### src/rtl/modu_ctrl_pkg.sv
// Shared definitions for the module-output command arbiter: network command
// opcodes, the packed command layout and the arbiter FSM state encoding.
package modu_ctrl_pkg;

    localparam int CMD_W = 12;
    localparam int OP_W  = 3;
    localparam int PKT_W = 4;
    localparam int IDX_W = 5;

    localparam logic [OP_W-1:0] OP_SET = 3'b001;
    localparam logic [OP_W-1:0] OP_CLR = 3'b010;
    localparam logic [OP_W-1:0] OP_TGL = 3'b011;

    // Field order matches the wire format: [11:9] opcode, [8:5] packet id, [4:0] bit index.
    typedef struct packed {
        logic [OP_W-1:0]  op;
        logic [PKT_W-1:0] pkt;
        logic [IDX_W-1:0] idx;
    } net_cmd_t;

    typedef enum logic [1:0] {
        ST_IDLE = 2'd0,
        ST_REQ  = 2'd1,
        ST_ACK  = 2'd2
    } arb_state_t;

    // A command is applied only for a known opcode aimed at an existing output bit.
    function automatic logic cmd_is_valid(input net_cmd_t cmd, input int num_out);
        logic op_ok;
        op_ok = (cmd.op == OP_SET) || (cmd.op == OP_CLR) || (cmd.op == OP_TGL);
        return op_ok && (int'(cmd.idx) < num_out);
    endfunction

endpackage

### src/rtl/modu_cmd_arbiter_fifo.sv
// Small synchronous FIFO holding network commands until the arbiter takes them.
// A freshly written entry becomes readable one cycle after its write edge, so the
// read side sees a registered empty indication.
module cmd_fifo #(
    parameter int  WIDTH = 12,
    parameter int  DEPTH = 4,
    localparam int PTR_W = $clog2(DEPTH),
    localparam int LVL_W = PTR_W + 1
) (
    input  logic             clock_in,
    input  logic             reset,
    input  logic             push,
    input  logic [WIDTH-1:0] push_data,
    input  logic             pop,
    output logic [WIDTH-1:0] head_data,
    output logic             full,
    output logic             rd_avail,
    output logic [LVL_W-1:0] level
);

    logic [WIDTH-1:0] mem [DEPTH];
    logic [PTR_W-1:0] wr_ptr;
    logic [PTR_W-1:0] rd_ptr;
    logic             empty_q;
    logic             do_push;
    logic             do_pop;

    assign full      = (level == LVL_W'(DEPTH));
    assign do_push   = push && !full;
    assign do_pop    = pop && (level != '0);
    assign head_data = mem[rd_ptr];
    assign rd_avail  = (level != '0) && !empty_q;

    // Pointer, occupancy and delayed-empty bookkeeping.
    always_ff @(posedge clock_in) begin
        // NOTE: state registers use non-blocking assignments so every flop samples
        // pre-edge values regardless of statement order.
        if (reset) begin
            wr_ptr  <= '0;
            rd_ptr  <= '0;
            level   <= '0;
            empty_q <= 1'b1;
        end else begin
            if (do_push) wr_ptr <= wr_ptr + PTR_W'(1);
            if (do_pop)  rd_ptr <= rd_ptr + PTR_W'(1);
            level   <= level + LVL_W'(do_push) - LVL_W'(do_pop);
            empty_q <= (level == '0);
        end
    end

    // Entry storage.
    always_ff @(posedge clock_in) begin
        // NOTE: storage is deliberately left out of reset; validity is carried by the
        // pointers and level, and an unreset array maps onto plain RAM.
        if (do_push) mem[wr_ptr] <= push_data;
    end

endmodule

### src/rtl/modu_cmd_arbiter.sv
// Owner of the module output register. Arbitrates its single write port between
// CPU module-write instructions and buffered network commands, acknowledging each
// network command with a valid/ready handshake. A bounded CPU winning streak keeps
// a waiting network command from starving.
module modu_cmd_arbiter #(
    parameter int NUM_OUT        = 8,
    parameter int FIFO_DEPTH     = 4,
    parameter int CPU_STREAK_MAX = 3
) (
    input  logic                          clock_in,
    input  logic                          reset,
    input  logic                          cpu_wr,
    input  logic [4:0]                    cpu_idx,
    input  logic                          cpu_val,
    output logic                          cpu_stall,
    input  logic                          net_valid,
    output logic                          net_ready,
    input  logic [11:0]                   net_cmd,
    output logic                          ack_valid,
    input  logic                          ack_ready,
    output logic [3:0]                    ack_pkt,
    output logic                          ack_ok,
    output logic [NUM_OUT-1:0]            modu,
    output logic [$clog2(FIFO_DEPTH):0]   fifo_level,
    output logic [7:0]                    drop_count
);

    import modu_ctrl_pkg::*;

    localparam int STREAK_W = $clog2(CPU_STREAK_MAX + 1);

    arb_state_t           state;
    arb_state_t           state_next;
    net_cmd_t             cmd_q;
    logic [CMD_W-1:0]     fifo_head;
    logic                 fifo_full;
    logic                 fifo_rd_avail;
    logic                 fifo_pop;
    logic                 cmd_ok;
    logic                 cpu_win;
    logic                 cpu_grant;
    logic                 net_apply;
    logic                 cmd_done;
    logic [STREAK_W-1:0]  streak;
    logic [NUM_OUT-1:0]   modu_next;

    cmd_fifo #(
        .WIDTH (CMD_W),
        .DEPTH (FIFO_DEPTH)
    ) u_cmd_fifo (
        .clock_in  (clock_in),
        .reset     (reset),
        .push      (net_valid),
        .push_data (net_cmd),
        .pop       (fifo_pop),
        .head_data (fifo_head),
        .full      (fifo_full),
        .rd_avail  (fifo_rd_avail),
        .level     (fifo_level)
    );

    assign net_ready = !fifo_full;
    assign ack_valid = (state == ST_ACK);
    assign cmd_ok    = cmd_is_valid(cmd_q, NUM_OUT);
    assign cpu_grant = cpu_wr && !cpu_stall;

    // Next-state and write-port arbitration.
    always_comb begin
        // NOTE: every output of this block gets a default first, so no path can
        // leave one unassigned and infer a latch.
        state_next = state;
        fifo_pop   = 1'b0;
        cpu_win    = 1'b0;
        net_apply  = 1'b0;
        cmd_done   = 1'b0;
        cpu_stall  = 1'b0;
        unique case (state)
            ST_IDLE: begin
                if (fifo_rd_avail) begin
                    fifo_pop   = 1'b1;
                    state_next = ST_REQ;
                end
            end
            ST_REQ: begin
                if (!cmd_ok) begin
                    cmd_done   = 1'b1;
                    state_next = ST_ACK;
                end else if (cpu_wr && (int'(streak) < CPU_STREAK_MAX)) begin
                    cpu_win = 1'b1;
                end else begin
                    net_apply  = 1'b1;
                    cpu_stall  = cpu_wr;
                    cmd_done   = 1'b1;
                    state_next = ST_ACK;
                end
            end
            ST_ACK: begin
                if (ack_ready) state_next = ST_IDLE;
            end
            default: state_next = ST_IDLE;
        endcase
    end

    // Output register update from whichever requester owns the write port this cycle.
    always_comb begin
        modu_next = modu;
        for (int i = 0; i < NUM_OUT; i++) begin
            if (net_apply && (int'(cmd_q.idx) == i)) begin
                case (cmd_q.op)
                    OP_SET:  modu_next[i] = 1'b1;
                    OP_CLR:  modu_next[i] = 1'b0;
                    OP_TGL:  modu_next[i] = ~modu[i];
                    default: modu_next[i] = modu[i];
                endcase
            end
            if (cpu_grant && (int'(cpu_idx) == i)) modu_next[i] = cpu_val;
        end
    end

    // FSM state register.
    always_ff @(posedge clock_in) begin
        if (reset) state <= ST_IDLE;
        else       state <= state_next;
    end

    // Command register, streak, output register, acknowledge fields and drop counter.
    always_ff @(posedge clock_in) begin
        if (reset) begin
            cmd_q      <= '0;
            streak     <= '0;
            modu       <= '0;
            ack_pkt    <= '0;
            ack_ok     <= 1'b0;
            drop_count <= '0;
        end else begin
            if (fifo_pop) cmd_q <= net_cmd_t'(fifo_head);
            streak <= cpu_win ? streak + STREAK_W'(1) : '0;
            modu   <= modu_next;
            if (cmd_done) begin
                ack_pkt <= cmd_q.pkt;
                ack_ok  <= cmd_ok;
                if (!cmd_ok && (drop_count != 8'hFF)) drop_count <= drop_count + 8'd1;
            end
        end
    end

endmodule

### config.mk
export PLATFORM = sky130hd
export DESIGN_NAME = modu_cmd_arbiter
export DESIGN_NICKNAME = d
export VERILOG_FILES = /design/src/rtl/modu_ctrl_pkg.sv /design/src/rtl/modu_cmd_arbiter_fifo.sv /design/src/rtl/modu_cmd_arbiter.sv
export SDC_FILE = /design/constraint.sdc
export NUM_CORES = 1
export LEC_CHECK = 0
export CORE_MARGIN = 1
export CORE_UTILIZATION = 55
export DETAILED_ROUTE_END_ITERATION = 10
export GPL_TIMING_DRIVEN = 0
export HOLD_SLACK_MARGIN = 0.05
export MAX_ROUTING_LAYER = met4
export PLACE_DENSITY = 0.87
export SLEW_MARGIN = 15
export SYNTH_ARGS = -nofsm -noshare
export SYNTH_HDL_FRONTEND = slang
export SYNTH_SLANG_ARGS = --single-unit
### constraint.sdc
create_clock -name clock_in -period 3.2 [get_ports clock_in]
set_input_delay 0.8 -clock clock_in [delete_from_list [all_inputs] [get_ports clock_in]]
set_output_delay 0.8 -clock clock_in [all_outputs]
set_load 0.02 [all_outputs]
==> After elaboration in Yosys (flattened, before gate mapping) <==
Memory sizes are Yosys's and may differ from the RTL's. A register that Yosys moved wholly into a read port is not among the register bits.
Index checks and enable logic that the tools add are counted.
{ "totals": {"wordCells": 164, "n_memories": 1, "ramBits": 48, "ff_bits": 33} }
{ "op_classes": {"n_reduce_logical": 61, "magnitude_cmp": 2, "eq_ne": 24, "muxes": 44, "bitwise": 9, "n_addsub": 6} }
{ "mem_list": {"columns": ["memory", "depth", "word_bits", "read_ports", "rd_clocked_by_memory_dff", "wr", "line", "source"], "rows": [
  ["u_cmd_fifo.mem", 4, 12, 1, 1, 1, "modu_cmd_arbiter_fifo.sv:21", "logic [WIDTH-1:0] mem [DEPTH];"]
]} }
{ "ops": {"columns": ["cell", "n"], "rows": [
  ["5-bit by 4-bit equality test with 1-bit output (second input constant)", 8],
  ["4-bit nonzero test", 8],
  ["1-bit 2-to-1 mux", 31],
  ["1-bit case mux with 3 select lines", 8],
  ["1-bit logical AND", 23],
  ["5-bit by 3-bit equality test with 1-bit output (second input constant)", 4],
  ["2-bit AND reduction", 9],
  ["2-bit nonzero test", 8],
  ["5-bit by 2-bit equality test with 1-bit output (second input constant)", 2],
  ["5-bit logical NOT", 2],
  ["1-bit NOT", 9],
  ["8-bit by 1-bit adder with 8-bit output (second input constant)", 1],
  ["2-bit 2-to-1 mux", 4],
  ["8-bit != test (second input constant)", 1],
  ["2-bit by 1-bit adder with 2-bit output (second input constant)", 3],
  ["3-bit by 2-bit equality test with 1-bit output (second input constant)", 2],
  ["2-bit case mux with 3 select lines", 1],
  ["5-bit by 4-bit < comparator with 1-bit output (second input constant)", 1],
  ["1-bit logical NOT", 4],
  ["3-bit by 1-bit adder with 3-bit output", 1],
  ["3-bit by 1-bit equality test with 1-bit output (second input constant)", 1],
  ["3-bit equality test (second input constant)", 1],
  ["3-bit logical NOT", 1],
  ["3-bit != test (second input constant)", 1],
  ["other kinds (11)", 12]
]} }

==> Longest topological paths before layout <==
{ "depth": {"depth_word": 11, "depth_mapped": 12} }

==> Hierarchy <==
From an unflattened synthesis, not the netlist that was laid out.
{ "hier_totals": {"cells_unflattened": 327, "hier_area_um2": 4038.9} }
{ "modules_own_cells": {"columns": ["module", "area_per_inst_um2", "seq_area_each_um2", "n_inst", "cells_per_inst"], "rows": [
  ["cmd_fifo", 2238.4, 1641.6, 1, 116],
  ["modu_cmd_arbiter", 1800.5, 740.7, 1, 211]
]} }

==> Least setup slack after synthesis <==
Ideal clock, no wire load.
{ "synth_path": {"path_type": "reg2reg", "start": "reg u_cmd_fifo.level[1]", "end": "reg u_cmd_fifo.level[2]", "path_stages_with_launch": 13, "t_arrival_ns": 2.467, "path_buffers": 2, "setup_time_ns": 0.128, "setup_slack_ns": 0.605, "required_ns": 3.072, "path_cell_list": "dfxtp_1 > nor3_1 > or4_1 > clkbuf_1 > inv_1 > buf_2 > ha_1 > inv_1 > ha_1 > fa_1 > xnor2_1 > xnor2_1 > nor2_1"} }
{ "synth_via": {"elab_chain_len": 6, "word_cells_on_any_way": 10, "classes_between": "add/sub (2); eq/ne (1); mux (2); reduce/logical (5)"} }
{ "synth_rtl": {"columns": ["item", "line", "source"], "rows": [
  ["start, declared", "modu_cmd_arbiter_fifo.sv:18", "output logic [LVL_W-1:0] level"],
  ["start signal, assigned", "modu_cmd_arbiter_fifo.sv:46", "level <= level + LVL_W'(do_push) - LVL_W'(do_pop);"],
  ["3-bit nonzero test (*)", "modu_cmd_arbiter_fifo.sv:30, modu_cmd_arbiter_fifo.sv:32", null],
  ["1-bit logical AND", "modu_cmd_arbiter_fifo.sv:32", "assign rd_avail = (level != '0) && !empty_q;"],
  ["1-bit 2-to-1 mux", "modu_cmd_arbiter.sv:79", "if (fifo_rd_avail) begin"],
  ["1-bit 2-to-1 mux", "modu_cmd_arbiter.sv:77", "unique case (state)"],
  ["1-bit logical AND (*)", "modu_cmd_arbiter_fifo.sv:30", "assign do_pop = pop && (level != '0);"],
  ["net u_cmd_fifo.do_pop", "modu_cmd_arbiter_fifo.sv:26", "logic do_pop;"],
  ["3-bit by 1-bit subtractor with 3-bit output (*)", "modu_cmd_arbiter_fifo.sv:46", null]
]} }
Mark *: on every way through the listed nets, which the timed path passes. The rest lies on a longest branch.
A chain may end at the register's enable or synchronous reset.

==> Worst setup path after layout <==
{ "layout_path": {"start": "in cpu_wr", "end": "out cpu_stall"} }
{ "layout_via": {"elab_chain_len": 4} }
{ "layout_rtl": {"columns": ["item", "line", "source"], "rows": [
  ["start, declared", "modu_cmd_arbiter.sv:12", "input logic cpu_wr,"],
  ["1-bit logical AND", "modu_cmd_arbiter.sv:88", "end else if (cpu_wr && (int'(streak) < CPU_STREAK_MAX)) begin"],
  ["1-bit 2-to-1 mux (*)", "modu_cmd_arbiter.sv:88", null],
  ["1-bit 2-to-1 mux (*)", "modu_cmd_arbiter.sv:85", "if (!cmd_ok) begin"],
  ["1-bit 2-to-1 mux (*)", "modu_cmd_arbiter.sv:77", null],
  ["end, declared", "modu_cmd_arbiter.sv:15", "output logic cpu_stall,"]
]} }
Every way passes the cells marked *; elsewhere a longest branch is shown, timed or not.

==> impl_results.md <==
* Initial antenna violation count at 0
* Setup Skew at between 0.01 and 0.015 ns
* Site Rows at 30
* Sequential cell area fraction in the yosys report at 0.5966
* PwrDens at 602.6 nW/um^2
* Hold Slack at 0.4331 ns
* CP Capture Type: output pin
* Unique cell type count in the Yosys netlist at 42
* Final wirelength at between 7000 and 8000 um
* Setup crit start kind: input port
* Final std cell area, no fill at 4707 um^2
* Synth area leaders: edfxtp_1 37%, dfxtp_1 23%, mux4_2 6.9%
* Worst reg2reg endpoint: u_cmd_fifo.level[2]$_SDFF_PP0_
* Fin util at 0.6890
* Root buffer cell: clkbuf_8
* Worst Max-Slew Pin Slew at 0.6405 ns
* Avg WL per Cell at 14.84 um
* Critical Path RT at 2.40 ns
* Slowest cell delay on critical path at just under 0.6 ns
* Hold buffer count at CTS at 0
* Syn Nets at roughly 350
* Hold Path Class: flip-flop to flip-flop
* Share of cells above drive strength 1 at 0.1068
* Die Footprint at about 7500 um^2
* Crit path kind: input port to output pin
* CP max-delay cell: clkdlybuf4s50_1
* Crit-path max FO at 8
* Synth warn at 0
* DR vias at 2625
* Final setup vio count at 0
* Most common library cells after synthesis: 48 x edfxtp_1, 45 x dfxtp_1, 36 x nand2_1, 25 x nor2_1
* Via density at 5.469
* Placed Area at about 4500 um^2
* Highest clock rate at roughly 340 MHz
* Vias in the first global route at 2550
* First-pass GRT wire length at between 10000 and 15000 um
* Sink Count at 93
* I/O Pins at 50
* CTS max path bufs at 2
* Post-synth top area share at 0.3671
* Largest net degree at the start of global routing at 19
* R2R depth at 12
* Final ANT Viol Nets at 0
* Outcome: finished clean
* Initial DRC Count at 97
* Final hold violations at 0
* Count leader, synth: edfxtp_1
* ANT cells at 0
* Number of CTS-inserted buffers at 9
* Max rail drop VDD at between 400 and 500 uV
* H-tree depth at 3
* Synth area leader: edfxtp_1
* Port buffer count at 47
* Die X at 86.49 um
* Cells after Synth at approximately 320
* Fill cells at 509
* # DRC at 0
* CTS tree: built
* Mean Syn Cell Area at approximately 12 um^2
* CP Cell Sequence: clkdlybuf4s50_1 -> nand4_1 -> clkinv_1 -> dlygate4sd2_1
* CP arrival at 2.13 ns
* GP Congestion at about 0.87
* Pleak at roughly 0.0015 uW
* CP startpoint: cpu_wr
* Crit path to: cpu_stall
* TNS Setup at 0 ns
* Post-synthesis async set-or-reset flop share at 0
* Fin crit share at 0.9152
* GRT Total Usage at 0.2163
* Normalized max-slew margin at 0.5730
* CTS clk-pin slew, worst paths at 0.09 ns
* Primary FF master, synth: edfxtp_1
* Area grow syn2layout at 19.89%
* Post-synth EDFFs at 48
* Non-Filler Instances at 480
* Detailed Routing Iterations Pass 1 at 4
* HP Start: streak[0]$_SDFF_PP0_
* Max cap viols at 0
* # nets final at 411
* Slew Limit Fails at 0
* Worst skew pair latency at 0.36 ns
* DPL Wire Length at 5199 um
* Core area at 6832 um^2
* Synthesized area at around 3900 um^2
* Die H at 86.49 um
* RSZ-0062 raised after global routing: false
* GRT overflow at 0
* Synth Register Bits at 93
* Initial core utilization at 0.5747
* DP Cell Count at 464
* Reg2reg start: u_cmd_fifo.level[2]$_SDFF_PP0_
* Setup slack, reg-to-reg at 0.48 ns
* Crit path time final at a little under 3 ns
final cells by class:
class | count | area [um^2] | area share
multi-input cells | 203 | 1489 | 0.3163
plain buffers | 14 | 56.30 | 0.01196
clock buffers | 9 | 123.9 | 0.02632
inverters | 11 | 41.29 | 0.008772
repair buffers | 47 | 469.2 | 0.09968
well taps | 96 | 120.1 | 0.02552
flip-flops and latches | 93 | 2342 | 0.4976
clock inverters | 7 | 65.06 | 0.01382
state kept, by name, summed over array words and instances (netlist names):
name,flops
u_cmd_fifo.mem,48
cmd_q,12
drop_count,8
modu,8
ack_pkt,4
u_cmd_fifo.level,3
state,2
streak,2
u_cmd_fifo.rd_ptr,2
u_cmd_fifo.wr_ptr,2
ack_ok,1
u_cmd_fifo.empty_q,1
worst min-delay path by stage:
stage / end / slack (ns) / cells past startpoint
global placement: streak[0]$_SDFF_PP0_ / 0.42 / 1
floorplan: streak[0]$_SDFF_PP0_ / 0.41 / 1
detailed placement: streak[0]$_SDFF_PP0_ / 0.42 / 1
finish: streak[0]$_SDFF_PP0_ / 0.43 / 1
CTS: streak[0]$_SDFF_PP0_ / 0.44 / 1
global route: streak[0]$_SDFF_PP0_ / 0.47 / 1
placed cells by master, fill, tap and decap left out, types with 2 or more instances in the layout:
cell | synthesis | routed
nor4b_2 | 2 | 2
inv_8 | 0 | 2
edfxtp_1 | 48 | 48
nand2_1 | 36 | 36
clkbuf_1 | 10 | 10
nand2b_1 | 3 | 3
clkdlybuf4s50_1 | 0 | 46
nor3_1 | 10 | 10
inv_6 | 0 | 2
mux2i_1 | 14 | 14
mux4_2 | 12 | 12
xor2_1 | 2 | 2
a21oi_1 | 14 | 14
ha_1 | 8 | 8
nor2b_1 | 10 | 10
o31ai_1 | 6 | 6
clkbuf_8 | 0 | 9
inv_1 | 10 | 10
dfxtp_1 | 45 | 45
xnor2_1 | 10 | 10
nand3_1 | 8 | 8
nor2_1 | 25 | 24
clkinv_4 | 0 | 2
nand4_1 | 5 | 5
and3_1 | 5 | 5
nor3b_1 | 6 | 6
buf_2 | 3 | 3
o21ai_0 | 10 | 10
what timing repair did:
action | CTS | global route
endpoints found under the setup margin | 1 | 0
buffers inserted | 0 | 0
gates resized for setup | 2 | 0
power breakdown:
part,leakage (uW),internal (uW),switching (uW)
sequential,0.000804,1390,66.7
clock,0.0000943,301,441
combinational,0.000649,291,346
total,0.00155,1980,854
per-stage QoR:
step                      worst slack (ns)  power (uW)
after floorplan                     0.6054        1924
after global placement             0.04014        2083
after detailed placement          0.004278        2127
after CTS                           0.2759        2849
after global routing                0.1602        2976
final                               0.2715        2836
worst max-delay path, delay by kind of cell:
family	cells	cell delay, ns
buffers and inverters	3	1.13
and+or+nand+nor	1	0.20
cells by family (layout without fill, tap and decap cells):
family | after synthesis | count (layout) | share of synthesized area
flip-flops | 93 | 93 | 0.5966
adder cells (fa/ha/maj) | 9 | 9 | 0.03059
XOR/XNOR | 12 | 12 | 0.02677
buffers and inverters | 25 | 88 | 0.02486
multiplexers | 26 | 26 | 0.1045
AO/OA/AOI/OAI | 35 | 35 | 0.05290
AND/OR/NAND/NOR | 121 | 121 | 0.1638
routing by layer:
| metal | vias up | share of wire | GRT usage |
|---|---|---|---|
| li1 | 1284 | - | - |
| met1 | 1246 | 0.45 | 0.2647 |
| met2 | 79 | 0.49 | 0.3658 |
| met3 | 16 | 0.042 | 0.03429 |
| met4 | 0 | 0.016 | 0.07879 |
| met5 | - | 0 | - |
Note: power is estimated with default switching activity, not from simulation.
